[src/rtl/seg7_pkg.sv]
// Shared definitions for the multiplexed 7-segment display driver:
// nibble/segment widths, the blank pattern, a counter-width helper and
// the active-low hex-to-segment decoder.
package seg7_pkg;

  localparam int unsigned NIB_W = 4;
  localparam int unsigned SEG_W = 7;

  // Segment pattern with every segment dark (active-low).
  localparam logic [SEG_W-1:0] SEG_BLANK = 7'h7F;

  // Counter width for a modulus of n; never narrower than one bit.
  function automatic int unsigned cnt_w(input int unsigned n);
    return (n > 1) ? $clog2(n) : 1;
  endfunction

  // Hex nibble to segments {g,f,e,d,c,b,a}, active-low.
  function automatic logic [SEG_W-1:0] hex_to_seg(input logic [NIB_W-1:0] nib);
    logic [SEG_W-1:0] seg;
    case (nib)
      4'h0: seg = 7'h40;
      4'h1: seg = 7'h79;
      4'h2: seg = 7'h24;
      4'h3: seg = 7'h30;
      4'h4: seg = 7'h19;
      4'h5: seg = 7'h12;
      4'h6: seg = 7'h02;
      4'h7: seg = 7'h78;
      4'h8: seg = 7'h00;
      4'h9: seg = 7'h10;
      4'hA: seg = 7'h08;
      4'hB: seg = 7'h03;
      4'hC: seg = 7'h46;
      4'hD: seg = 7'h21;
      4'hE: seg = 7'h06;
      4'hF: seg = 7'h0E;
      default: seg = SEG_BLANK;
    endcase
    return seg;
  endfunction

endpackage

[src/rtl/seg7_prescale.sv]
// Slot prescaler and digit/row index counter; usable for display or key scanning.
// Ports:
//   clk, rst     clock, asynchronous active-high reset
//   div_cnt      cycle position inside the current slot, 0..DIV-1
//   dig          slot index, 0..COUNT-1, advances when div_cnt wraps
//   frame_end_c  combinational: last cycle of the last slot
module seg7_prescale import seg7_pkg::*; #(
  parameter  int unsigned DIV   = 65536,
  parameter  int unsigned COUNT = 8,
  localparam int unsigned DIV_W = cnt_w(DIV),
  localparam int unsigned DIG_W = cnt_w(COUNT)
) (
  input  logic             clk,
  input  logic             rst,
  output logic [DIV_W-1:0] div_cnt,
  output logic [DIG_W-1:0] dig,
  output logic             frame_end_c
);

  logic slot_end_c;

  assign slot_end_c  = (div_cnt == DIV_W'(DIV - 1));
  assign frame_end_c = slot_end_c && (dig == DIG_W'(COUNT - 1));

  // Cycle counter wraps each slot; slot index wraps each frame.
  always_ff @(posedge clk or posedge rst) begin
    if (rst) begin
      div_cnt <= '0;
      dig     <= '0;
    end else if (slot_end_c) begin
      div_cnt <= '0;
      dig     <= frame_end_c ? '0 : dig + DIG_W'(1);
    end else begin
      div_cnt <= div_cnt + DIV_W'(1);
    end
  end

endmodule

[src/rtl/seg7_scan.sv]
// Multiplexed 7-segment display driver with double-buffered loads,
// leading-zero and per-digit blanking, decimal points and PWM brightness.
// Ports:
//   clk, rst      board clock, asynchronous active-high reset
//   load          one-cycle strobe capturing in_data / dp_in / blank_mask
//   in_data       hex nibbles, digit 0 in bits [3:0] (rightmost)
//   dp_in         decimal point per digit, 1 = lit
//   blank_mask    1 = digit forced dark
//   lz_blank      live level, suppress leading zeros
//   brightness    live level, lit sub-slots per digit slot
//   display_data  segments {g,f,e,d,c,b,a}, active-low
//   display_dp    decimal point, active-low
//   display_en    digit anodes, active-low, at most one low
//   frame_done    one-cycle pulse after the last digit slot
module seg7_scan import seg7_pkg::*; #(
  parameter int unsigned NUM_DIGITS = 8,
  parameter int unsigned CLK_DIV    = 65536,
  parameter int unsigned BR_W       = 3
) (
  input  logic                        clk,
  input  logic                        rst,
  input  logic                        load,
  input  logic [NIB_W*NUM_DIGITS-1:0] in_data,
  input  logic [NUM_DIGITS-1:0]       dp_in,
  input  logic [NUM_DIGITS-1:0]       blank_mask,
  input  logic                        lz_blank,
  input  logic [BR_W-1:0]             brightness,
  output logic [SEG_W-1:0]            display_data,
  output logic                        display_dp,
  output logic [NUM_DIGITS-1:0]       display_en,
  output logic                        frame_done
);

  localparam int unsigned DIV_W    = cnt_w(CLK_DIV);
  localparam int unsigned DIG_W    = cnt_w(NUM_DIGITS);
  localparam int unsigned DATA_W   = NIB_W * NUM_DIGITS;
  localparam int unsigned PWM_W    = DIV_W + BR_W;
  localparam int unsigned SUB_SLOT = CLK_DIV >> BR_W;

  logic [DIV_W-1:0]      div_cnt;
  logic [DIG_W-1:0]      dig;
  logic                  frame_end_c;

  logic [DATA_W-1:0]     act_data, pend_data;
  logic [NUM_DIGITS-1:0] act_dp, pend_dp;
  logic [NUM_DIGITS-1:0] act_blank, pend_blank;
  logic                  pend_valid;

  logic [NIB_W-1:0]      nib_c;
  logic                  dp_c, mask_c, lz_c, pwm_on_c, lit_c;
  logic [NUM_DIGITS-1:0] en_c;

  seg7_prescale #(
    .DIV   (CLK_DIV),
    .COUNT (NUM_DIGITS)
  ) u_prescale (
    .clk         (clk),
    .rst         (rst),
    .div_cnt     (div_cnt),
    .dig         (dig),
    .frame_end_c (frame_end_c)
  );

  // Double buffer: active only changes on a frame boundary; a load landing
  // on the boundary cycle itself bypasses the pending register.
  always_ff @(posedge clk or posedge rst) begin
    if (rst) begin
      act_data   <= '0;
      act_dp     <= '0;
      act_blank  <= '0;
      pend_data  <= '0;
      pend_dp    <= '0;
      pend_blank <= '0;
      pend_valid <= 1'b0;
    end else if (frame_end_c) begin
      if (load) begin
        act_data  <= in_data;
        act_dp    <= dp_in;
        act_blank <= blank_mask;
      end else if (pend_valid) begin
        act_data  <= pend_data;
        act_dp    <= pend_dp;
        act_blank <= pend_blank;
      end
      pend_valid <= 1'b0;
    end else if (load) begin
      pend_data  <= in_data;
      pend_dp    <= dp_in;
      pend_blank <= blank_mask;
      pend_valid <= 1'b1;
    end
  end

  // Select the current digit; leading-zero flag is set when this nibble
  // and every more-significant nibble are zero (digit 0 is exempt).
  always_comb begin
    nib_c  = '0;
    dp_c   = 1'b0;
    mask_c = 1'b0;
    lz_c   = 1'b0;
    en_c   = '1;
    for (int unsigned i = 0; i < NUM_DIGITS; i++) begin
      if (dig == DIG_W'(i)) begin
        nib_c   = act_data[NIB_W*i +: NIB_W];
        dp_c    = act_dp[i];
        mask_c  = act_blank[i];
        lz_c    = (i != 0) && ((act_data >> (NIB_W * i)) == '0);
        en_c[i] = 1'b0;
      end
    end
  end

  // PWM: lit for the first brightness sub-slots of each digit slot.
  assign pwm_on_c = PWM_W'(div_cnt) < (PWM_W'(brightness) * PWM_W'(SUB_SLOT));
  assign lit_c    = pwm_on_c && !mask_c && !(lz_blank && lz_c);

  // Output registers.
  always_ff @(posedge clk or posedge rst) begin
    if (rst) begin
      display_en   <= '1;
      display_data <= SEG_BLANK;
      display_dp   <= 1'b1;
      frame_done   <= 1'b0;
    end else begin
      frame_done <= frame_end_c;
      if (lit_c) begin
        display_en   <= en_c;
        display_data <= hex_to_seg(nib_c);
        display_dp   <= ~dp_c;
      end else begin
        display_en   <= '1;
        display_data <= SEG_BLANK;
        display_dp   <= 1'b1;
      end
    end
  end

endmodule
[config.mk]
export PLATFORM = sky130hd
export DESIGN_NAME = seg7_scan
export DESIGN_NICKNAME = d
export VERILOG_FILES = /design/src/rtl/seg7_pkg.sv /design/src/rtl/seg7_prescale.sv /design/src/rtl/seg7_scan.sv
export SDC_FILE = /design/constraint.sdc
export NUM_CORES = 1
export LEC_CHECK = 0
export CORE_MARGIN = 8
export CORE_UTILIZATION = 46
export CTS_CLUSTER_SIZE = 28
export DETAILED_ROUTE_END_ITERATION = 12
export PLACE_DENSITY = 0.77
export SLEW_MARGIN = 10
export SYNTH_ARGS = -nofsm -noshare
export SYNTH_HDL_FRONTEND = slang
export SYNTH_SLANG_ARGS = --single-unit
[constraint.sdc]
create_clock -name clk -period 4.4 [get_ports clk]
set_input_delay 0.66 -clock clk [delete_from_list [all_inputs] [get_ports clk]]
set_output_delay 0.66 -clock clk [all_outputs]
set_load 0.03 [all_outputs]
==> metrics.yaml, run 1 <==
r2r_end: "display_data[3]$_DFF_PP1_"
core-area_mm2: 0.0138
htree_levels: 4
num_rows: 43
drt_wl_total_um: 14300
fin_crit_sh_pct: 79.6
synth-edff-count: 0
drc: 0
status: "complete, no violations"
layout_commonest_cell: "dfrtp_1"
cap_violations: 0
max_stage_delay_ns: 0.54
hold_start: "u_prescale.div_cnt[12]$_DFF_PP0_"
clk_pin_slew_worst_paths_ns: 0.05
via_per_inst: 5.43
place.gp.congestion: 0.891
slew_viol_final: 0
rsz0062_at_grt: "no"
port_buffers: 71
synth_area_mm2: 0.00645
worst_setup_path_start_kind: "flip-flop"
cp_num_buf_inv: 2
yosys_most_used_dff: "dfrtp_1"
yosysWarnings: 0
tightest_slew_ns: 0.924
vias: 4530
ys_ff_latch: 133
finalSetupViolCount: 0
grt_pass1_wl_um: 23700
async_flop_share_pct: 100
clock.fmax_ghz: 0.285
grt_max_degree: 97
final_layout_size_suffix_gt1_share_pct: 16.5
cts_buffers: 17
worst_path_max_delay_cell: "dfrtp_1"
gr-total-overflow: 0
cts_tree: "done"
io_pins: 72
holdPathStages: 1
start_util_pct: 46.8
finalSetupTns_ns: 0
clock_path_buffers: 2
r2r_setup_slack_ns: 0.90
dp_hpwl_um: 10200
peakVddDrop_mv: 0.265
total_leakage_power_nw: 3.52
antenna_found_initial: 0
insertion_delay_ns: 0.42
syn_inst: 584
crit_path_end_kind: "flip-flop"
antenna_cells: 0
worst_ep_required_time_ns: 4.73
max_slew_margin_pct: 38.0
cts.sinks: 133
r2r-start: "u_prescale.dig[2]$_DFFE_PP0P_"
avgSynthCellArea_um2: 11.0
hold_path_end: "u_prescale.div_cnt[12]$_DFF_PP0_"
chipHeight_um: 134
grt_use_total_pct: 16.7
hold_class: "reg -> reg"
syn2layout_area_growth_pct: 21.6
drtIter0Drc: 254
ys_seq_area_share_pct: 51.9
ff2ff_path_depth: 10
post-cts-setup-buffer-count: 0
synth_cell_type_count: 53
wire_per_inst_um: 17.2
syn_nets: 652
drtPass1Iterations: 5
p_per_area_mw_per_mm2: 375
path_class: "reg -> reg"
crit_family: "compound AO/OA/AOI/OAI gates"
arrival_ns: 3.84
cts-root-buf: "clkbuf_16"
fill_cells: 1156
layout.nets: 711
cts_resized: 0
grt_pass1_vias: 4718
layout_common_cells: "117 x dfrtp_1, 73 x nand2_1, 70 x clkdlybuf4s50_1"
die_area_mm2: 0.0181
cp_max_fo: 16
cp_cell_sequence: "inv_1 > ha_1 > or2_2 > a221oi_1 > o22ai_1 > a21oi_1 > inv_1 > ha_1 > or3_1 > o2111ai_1"
ant_nets: 0
final-hold-violation-count: 0
hold_buffers: 0
fin_skew_ns: 0.0103
die_x_um: 134
fin_crit_ns: 3.50
post-route-util_pct: 56.9
[how the worst max path moves through the flow]
stage | depth (start not counted) | start | to | slack (ns)
after floorplan | 1 | rst | act_blank[0]$_DFFE_PP0P_ | 0.21
after global placement | 10 | u_prescale.dig[2]$_DFFE_PP0P_ | display_data[3]$_DFF_PP1_ | 1.16
after detailed placement | 10 | u_prescale.dig[2]$_DFFE_PP0P_ | display_data[3]$_DFF_PP1_ | 0.98
after CTS | 10 | u_prescale.dig[2]$_DFFE_PP0P_ | display_data[3]$_DFF_PP1_ | 0.92
after global routing | 10 | u_prescale.dig[2]$_DFFE_PP0P_ | display_data[3]$_DFF_PP1_ | 0.59
final | 10 | u_prescale.dig[2]$_DFFE_PP0P_ | display_data[3]$_DFF_PP1_ | 0.90
[metrics by stage]
| stage | hold WS (ns) | std cells | power (mW) | area (um^2) | setup slack (ns) |
|---|---|---|---|---|---|
| floorplan | 0.439 | 584 | 1.45 | 6450 | 0.212 |
| global placement | 0.452 | 804 | 1.53 | 7240 | 1.16 |
| detailed placement | 0.461 | 804 | 1.54 | 7240 | 0.981 |
| CTS | 0.468 | 835 | 2.98 | 7840 | 0.920 |
| global route | 0.498 | 835 | 3.05 | 7840 | 0.591 |
| finish | 0.469 | 835 | 2.94 | 7840 | 0.896 |
[cell usage after synthesis (3+ instances only)]
cell type / count / share of area [%]
nor2_1: 22 / 1.3
nand3_1: 15 / 1.2
mux2i_1: 54 / 8.4
nand2_1: 73 / 4.2
o221ai_1: 3 / 0.41
a211oi_1: 3 / 0.35
o22ai_1: 4 / 0.39
buf_2: 16 / 1.2
dfstp_2: 16 / 6.5
dfrtp_1: 117 / 45
a221oi_1: 6 / 0.81
o21ai_0: 61 / 4.7
a21oi_1: 23 / 1.8
mux2_4: 20 / 4.7
xor2_1: 5 / 0.68
inv_1: 24 / 1.4
ha_1: 13 / 2.5
nor4_1: 5 / 0.48
nor3_1: 3 / 0.23
xnor2_1: 8 / 1.1
nand4_1: 5 / 0.48
clkbuf_1: 17 / 0.99
nand3b_1: 5 / 0.58
mux2_2: 28 / 4.9
[report_power, final]
| group | internal, mW | leakage, nW | switching (mW) | total [mW] |
|---|---|---|---|---|
| Sequential | 1.27 | 1.67 | 0.0237 | 1.30 |
| Combinational | 0.127 | 1.55 | 0.0922 | 0.219 |
| Clock | 0.929 | 0.296 | 0.499 | 1.43 |
[flip-flops by register name, indices dropped and copies added, names as in the netlist, 3 cells and up]
signal / cells
pend_dp: 8
display_en: 8
act_data: 32
pend_blank: 8
act_dp: 8
act_blank: 8
u_prescale.div_cnt: 16
u_prescale.dig: 3
pend_data: 32
display_data: 7
[worst reg2reg max path, stage by stage (launching register included)]
cell       delay [ns]
dfrtp_1          0.54
inv_1            0.33
ha_1             0.42
or2_2            0.36
a221oi_1         0.23
o22ai_1          0.13
a21oi_1          0.49
inv_1            0.13
ha_1             0.31
or3_1            0.37
o2111ai_1        0.10
[per-layer routing]
metal | routed length [um] | track usage, % | vias up
li1 | - | - | 2170
met1 | 6420 | 20.7 | 2222
met2 | 6970 | 27.0 | 119
met3 | 719 | 4.56 | 19
met4 | 235 | 6.36 | 0
met5 | 0 | 0 | -
[kinds of logic after synthesis]
family / Yosys count / synth area share, %
XOR/XNOR: 13 / 1.77
flip-flops: 133 / 51.9
AND/OR/NAND/NOR: 145 / 10.6
adder cells (fa/ha/maj): 13 / 2.52
AO/OA/AOI/OAI: 117 / 10.8
buffers and inverters: 61 / 4.54
multiplexers: 102 / 17.9
[area by class of cell]
cell class | count | area [um^2] | share of cell area (%)
inverters | 24 | 92.6 | 1.18
clock buffers | 22 | 474 | 6.05
flip-flops and latches | 133 | 3350 | 42.7
multi-input cells | 390 | 2810 | 35.9
well taps | 180 | 225 | 2.87
clock inverters | 9 | 126 | 1.61
repair buffers | 77 | 763 | 9.73
(Power assumes the default switching activity.)
==> run 2: changes to the inputs <==
==> constraint.sdc (replaced) <==
create_clock -name clk -period 3.1 [get_ports clk]
set_input_delay 0.465 -clock clk [delete_from_list [all_inputs] [get_ports clk]]
set_output_delay 0.465 -clock clk [all_outputs]
set_load 0.03 [all_outputs]
==> run 2 against run 1 <==
Net effect: register-to-register slack got worse by 0.65 ns; wire length rose by 2.3%; non-clock buffer count rose by 13; via count rose by 2.0%; clock power rose by 51%; fmax rose by 23%; total power rose by 47%; combinational power rose by 46%; sequential power rose by 42%; critical path depth did not move; critical path type unchanged; critical endpoint unchanged.
==> metrics.yaml, run 2 (synthesis results as in run 1) <==
reg_top3: "act_data x32, pend_data x32, u_prescale.div_cnt x16"
max_stage_delay_ns: 0.41  # -0.13 ns
fin_crit_ns: 2.86  # -0.646 ns
cp_num_buf_inv: 1  # -1
clock.fmax_ghz: 0.350  # +23%
vias: 4620  # +2.0%
drt_wl_total_um: 14700  # +2.3%
hold_buffers: 0  # unchanged
core-area_mm2: 0.0138  # unchanged
rsz0062_at_grt: "no"
drc: 0  # unchanged
htree_levels: 4  # unchanged
final-hold-violation-count: 0  # unchanged
die_area_mm2: 0.0181  # unchanged
r2r_setup_slack_ns: 0.24  # -0.65 ns
holdPathStages: 3  # +2
port_buffers: 71  # unchanged
insertion_delay_ns: 0.42  # about the same
cts_buffers: 17  # unchanged
cts-root-buf: "clkbuf_16"
grt_pass1_wl_um: 24100  # +1.7%
antenna_found_initial: 0  # unchanged
cp_max_fo: 5  # -11
swShare_pct: 21.2  # +0.29 points
grt_pass1_vias: 4907  # +4.0%
cp_cell_sequence: "ha_1 > ha_1 > or2_2 > a221oi_1 > o22ai_1 > a21oi_2 > inv_1 > ha_1 > or3_1 > o2111ai_1"
cts.sinks: 133  # unchanged
cp_common_cell: "ha_1"
grt_max_degree: 71  # -27%
clk_pin_slew_worst_paths_ns: 0.06  # about the same
via_per_inst: 5.44  # +0.30%
arrival_ns: 3.19  # -0.65 ns
start_util_pct: 46.8  # unchanged
p_comb_share_pct: 7.4  # about the same
syn2layout_area_growth_pct: 24.3
post-route-util_pct: 58.2  # +1.2 points
finalSetupViolCount: 0  # unchanged
hold_class: "in -> reg"
slew_viol_final: 0  # unchanged
place.gp.congestion: 0.860  # -3.4%
ff2ff_path_depth: 10  # unchanged
pwr-share-clk_pct: 50.0  # +1.5 points
p_int_mw: 3.40  # +46%
hold_start: "load"
r2r_end: "display_data[3]$_DFF_PP1_"
clock_path_buffers: 2  # unchanged
grt_use_total_pct: 16.8  # +0.19 points
power.switching_mw: 0.914  # +49%
dp_hpwl_um: 10600  # +4.5%
r2r-start: "u_prescale.dig[0]$_DFFE_PP0P_"
finalSetupTns_ns: 0  # unchanged
cts_tree: "done"
tightest_slew_ns: 0.796  # -0.128 ns
gr-total-overflow: 0  # unchanged
layout_common_cells: "117 x dfrtp_1, 73 x nand2_1, 70 x clkdlybuf4s50_1"
final_layout_size_suffix_gt1_share_pct: 18.5  # +2.0 points
crit_path_end_kind: "flip-flop"
fin_crit_sh_pct: 92.2  # +13 points
num_rows: 43  # unchanged
path_class: "reg -> reg"
layout.nets: 724  # +1.8%
peakVddDrop_mv: 0.346  # +30%
post-cts-setup-buffer-count: 0  # unchanged
hold_path_end: "pend_valid$_DFFE_PP0P_"
drtIter0Drc: 302  # +19%
p_per_area_mw_per_mm2: 539  # +43%
fill_cells: 1159  # +0.26%
cts_resized: 0  # unchanged
chipHeight_um: 134  # unchanged
drtPass1Iterations: 5  # unchanged
worst_setup_path_start_kind: "flip-flop"
crit_family: "adder cells"
io_pins: 72  # unchanged
max_slew_margin_pct: 46.9  # +8.9 points
cap_violations: 0  # unchanged
status: "complete, no violations"
pwr-share-seq_pct: 42.7  # -1.4 points
total_leakage_power_nw: 3.60  # +2.3%
antenna_cells: 0  # unchanged
fin_skew_ns: 0.0111  # +0.000719 ns
ant_nets: 0  # unchanged
wire_per_inst_um: 17.3  # +0.60%
worst_path_max_delay_cell: "dfrtp_1"
layout_commonest_cell: "dfrtp_1"
worst_ep_required_time_ns: 3.43  # -1.30 ns
die_x_um: 134  # unchanged
[run 2: cell count changes in the layout (fill, tap and decap cells not counted), sizes merged]
cell / previous run / this run
bufinv: 3 / 4
clkinvlp: 1 / 4
buf: 7 / 20
inv: 24 / 23
clkbuf: 22 / 21
clkinv: 5 / 4
[run 2: power groups by stage]
stage                     clock, mW  combinational, mW  sequential (mW)
after global routing           2.27              0.346             1.85
final                          2.16              0.319             1.84
after CTS                      2.19              0.325             1.84
after detailed placement          0              0.323             1.87
after global placement            0              0.313             1.86
after floorplan                   0              0.191             1.87
[run 2: metal layers]
layer | global-route usage (%) | part of all wire [%] | vias up
met5 | 0 | 0 | -
met4 | 6.11 | 1.2 | 0
met3 | 4.56 | 5.5 | 16
met2 | 27.7 | 49 | 123
met1 | 20.8 | 45 | 2279
li1 | - | - | 2202
[run 2: through the flow]
step / setup WS, ns / std cells / total power [mW] / cell area (um^2) / hold WS [ns]
6_report: 0.242 / 849 / 4.32 / 8020 / 0.381
2_1_floorplan: 0.0737 / 584 / 2.06 / 6450 / 0.439
3_5_place_dp: 0.114 / 817 / 2.19 / 7370 / 0.459
3_3_place_gp: 0.284 / 817 / 2.18 / 7370 / 0.456
4_1_cts: 0.0935 / 849 / 4.36 / 8010 / 0.354
5_1_grt: 0.0124 / 849 / 4.46 / 8020 / 0.381
[run 2: worst max path at each step]
stage / startpoint / endpoint / slack (ns) / cells after the start
3_5_place_dp: u_prescale.dig[0]$_DFFE_PP0P_ / display_data[3]$_DFF_PP1_ / 0.11 / 10
4_1_cts: u_prescale.dig[0]$_DFFE_PP0P_ / display_data[3]$_DFF_PP1_ / 0.09 / 10
6_report: u_prescale.dig[0]$_DFFE_PP0P_ / display_data[3]$_DFF_PP1_ / 0.24 / 10
2_1_floorplan: u_prescale.dig[2]$_DFFE_PP0P_ / display_data[3]$_DFF_PP1_ / 0.07 / 13
5_1_grt: u_prescale.dig[0]$_DFFE_PP0P_ / display_data[3]$_DFF_PP1_ / 0.01 / 10
3_3_place_gp: u_prescale.dig[0]$_DFFE_PP0P_ / display_data[3]$_DFF_PP1_ / 0.28 / 10
[run 2: final cells by class]
cell class                      instances  area (um^2)  share of cell area, %
Sequential cell                       133         3350                   41.8
Multi-Input combinational cell        390         2820                   35.2
Timing Repair Buffer                   90          886                   11.1
Clock buffer                           21          470                   5.87
Tap cell                              180          225                   2.81
Clock inverter                         11          174                   2.17
Inverter                               24         93.8                   1.17
[run 2: worst min-delay path, cell delays in order]
cell and delay, ns:
buf_2 0.12, nor2_1 0.07, nor2_1 0.10
==> run 3: changes to the inputs <==
--- a/config.mk
+++ b/config.mk
@@ -9,6 +9,7 @@
 export CORE_UTILIZATION = 46
 export CTS_CLUSTER_SIZE = 28
 export DETAILED_ROUTE_END_ITERATION = 12
+export GPL_TIMING_DRIVEN = 0
 export PLACE_DENSITY = 0.77
 export SLEW_MARGIN = 10
 export SYNTH_ARGS = -nofsm -noshare
==> run 3 against run 2 <==
Net effect: final cell count is 3.5% higher; combinational power rose by 3%; sequential power is essentially flat; sequential cell count unchanged; critical path type unchanged; largest cell class unchanged; largest power group unchanged; highest routed layer unchanged.
==> metrics.yaml, run 3 (synthesis results as in run 1) <==
cts-root-buf: "clkbuf_16"
path_class: "reg -> reg"
fin_skew_ns: 0.0102  # -0.000819 ns
antenna_found_initial: 0  # unchanged
worst_path_max_delay_cell: "or3_1"
die_x_um: 134  # unchanged
reg_top3: "act_data x32, pend_data x32, u_prescale.div_cnt x16"
start_util_pct: 46.8  # unchanged
antenna_cells: 0  # unchanged
pwr-share-clk_pct: 47.9  # -2.1 points
chipHeight_um: 134  # unchanged
core-area_mm2: 0.0138  # unchanged
fin_crit_ns: 2.98  # +0.127 ns
fin_ws_ns: 0.115  # -0.127 ns
peakVddDrop_mv: 0.376  # +8.7%
arrival_ns: 3.32  # +0.13 ns
cts_buffers: 17  # unchanged
place.gp.congestion: 0.877  # +2.0%
die_area_mm2: 0.0181  # unchanged
htree_levels: 4  # unchanged
dp_hpwl_um: 11400  # +7.2%
drtPass1Iterations: 5  # unchanged
power.switching_mw: 0.863  # -5.6%
syn2layout_area_growth_pct: 26.6
max_stage_delay_ns: 0.39  # -0.02 ns
clock.fmax_ghz: 0.335  # -4.3%
slew_viol_final: 0  # unchanged
clock_path_buffers: 2  # unchanged
drc: 0  # unchanged
fin_crit_sh_pct: 96.3  # +4.1 points
grt_pass1_vias: 5176  # +5.5%
layout_commonest_cell: "dfrtp_1"
total_leakage_power_nw: 3.67  # +2.0%
insertion_delay_ns: 0.43  # about the same
finalSetupViolCount: 0  # unchanged
dr_wl_met3_um: 905  # +12%
status: "complete, no violations"
cap_violations: 0  # unchanged
cts_tree: "done"
final_layout_size_suffix_gt1_share_pct: 20.3  # +1.8 points
drt_wl_total_um: 15800  # +7.7%
p_per_area_mw_per_mm2: 510  # -5.3%
grt_max_degree: 42  # -41%
drtIter0Drc: 376  # +25%
ant_nets: 0  # unchanged
grt_pass1_wl_um: 25800  # +7.1%
cp_cell_sequence: "buf_6 > clkinvlp_4 > buf_4 > ha_1 > buf_4 > or2_4 > a221oi_4 > o22ai_1 > a21oi_2 > inv_2 > ha_1 > or3_1 > o2111ai_1"
p_comb_share_pct: 7.9  # +0.5 points
dp_worst_setup_slack_ns: -0.739  # -0.852 ns
cp_max_fo: 10  # +5
layout.nets: 754  # +4.1%
wl_met1_um: 6810  # +3.8%
hold_class: "in -> reg"
clk_pin_slew_worst_paths_ns: 0.05  # about the same
vias: 4855  # +5.1%
worst_setup_path_start_kind: "flip-flop"
p_total_mw: 4.17  # -3.5%
max_slew_margin_pct: 47.5  # +0.64 points
tightest_slew_ns: 0.787  # -0.00957 ns
pwr-share-seq_pct: 44.2  # +1.5 points
wire_per_inst_um: 18.0  # +4.0%
top_layer: "met4"
io_pins: 72  # unchanged
via_per_inst: 5.52  # +1.5%
crit_path_end_kind: "flip-flop"
gr-total-overflow: 0  # unchanged
port_buffers: 70  # -1.4%
cts.sinks: 133  # unchanged
swShare_pct: 20.7  # -0.46 points
worst_ep_required_time_ns: 3.44  # about the same
grt_use_total_pct: 18.2  # +1.4 points
layout_common_cells: "117 x dfrtp_1, 73 x nand2_1, 70 x clkdlybuf4s50_1"
final-hold-violation-count: 0  # unchanged
num_rows: 43  # unchanged
p_int_mw: 3.30  # -2.9%
wl_met2_um: 7750  # +8.8%
## run 3: worst paths after layout
check / depth (start not counted) / slack, ns / end / startpoint
setup reg to reg: 13 / 0.12 / display_data[3]$_DFF_PP1_ / u_prescale.dig[2]$_DFFE_PP0P_
min in group asynchronous: 2 / 0.46 / pend_data[0]$_DFFE_PP0P_ / rst
hold reg to reg: 1 / 0.48 / u_prescale.div_cnt[8]$_DFF_PP0_ / u_prescale.div_cnt[8]$_DFF_PP0_
max in group asynchronous: 3 / 2.00 / display_data[5]$_DFF_PP1_ / rst
setup / recovery: 13 / 0.12 / display_data[3]$_DFF_PP1_ / u_prescale.dig[2]$_DFFE_PP0P_
hold / removal: 3 / 0.43 / pend_valid$_DFFE_PP0P_ / load
## run 3: what timing repair did
| action | CTS | global route |
|---|---|---|
| resized for setup | 10 | 17 |
| endpoints found under the setup margin | 7 | 6 |
| pin swaps | 2 | 3 |
| hold buffers | 0 | 0 |
| cloned | 0 | 1 |
| buffers inserted | 5 | 4 |
## run 3: through the flow
stage	TNS (ns)	utilization [%]	std cells	cell area, um^2	hold slack [ns]
after global routing	-0.0412	59.3	879	8170	0.442
after detailed placement	-4.00	54.0	837	7440	0.471
after floorplan	0	-	584	6450	0.439
after global placement	-9.10	53.6	834	7380	0.453
after CTS	0	58.8	874	8100	0.407
final	0	59.3	879	8170	0.426
## run 3: layout make-up
type | instances | area, um^2
inverter | 24 | 97.6
sequential | 133 | 3350
fill | 1165 | 5610
buffer | 37 | 221
tap | 180 | 225
clock inverter | 5 | 100
timing repair buffer | 83 | 833
multi-input combinational | 390 | 2860
clock buffer | 27 | 483
## run 3: metal layers
| layer | up-vias | global-route usage (%) |
|---|---|---|
| li1 | 2262 | - |
| met1 | 2424 | 22.0 |
| met2 | 143 | 30.0 |
| met3 | 26 | 4.67 |
| met4 | 0 | 8.05 |
| met5 | - | 0 |
## run 3: worst max-delay path: cells and delay by family, from the launching register on
kind                     cells  cell delay, ns
adder cells (fa/ha/maj)      2            0.52
flip-flops                   1            0.38
buffers and inverters        5            0.66
AO/OA/AOI/OAI                4            0.69
AND/OR/NAND/NOR              2            0.66
## run 3: power by group through the flow
stage          clock network, mW  logic [mW]  registers (mW)
5_1_grt                     2.11       0.358            1.85
3_5_place_dp                   0       0.333            1.87
2_1_floorplan                  0       0.191            1.87
3_3_place_gp                   0       0.315            1.87
4_1_cts                     2.03       0.335            1.84
6_report                    1.99       0.329            1.84
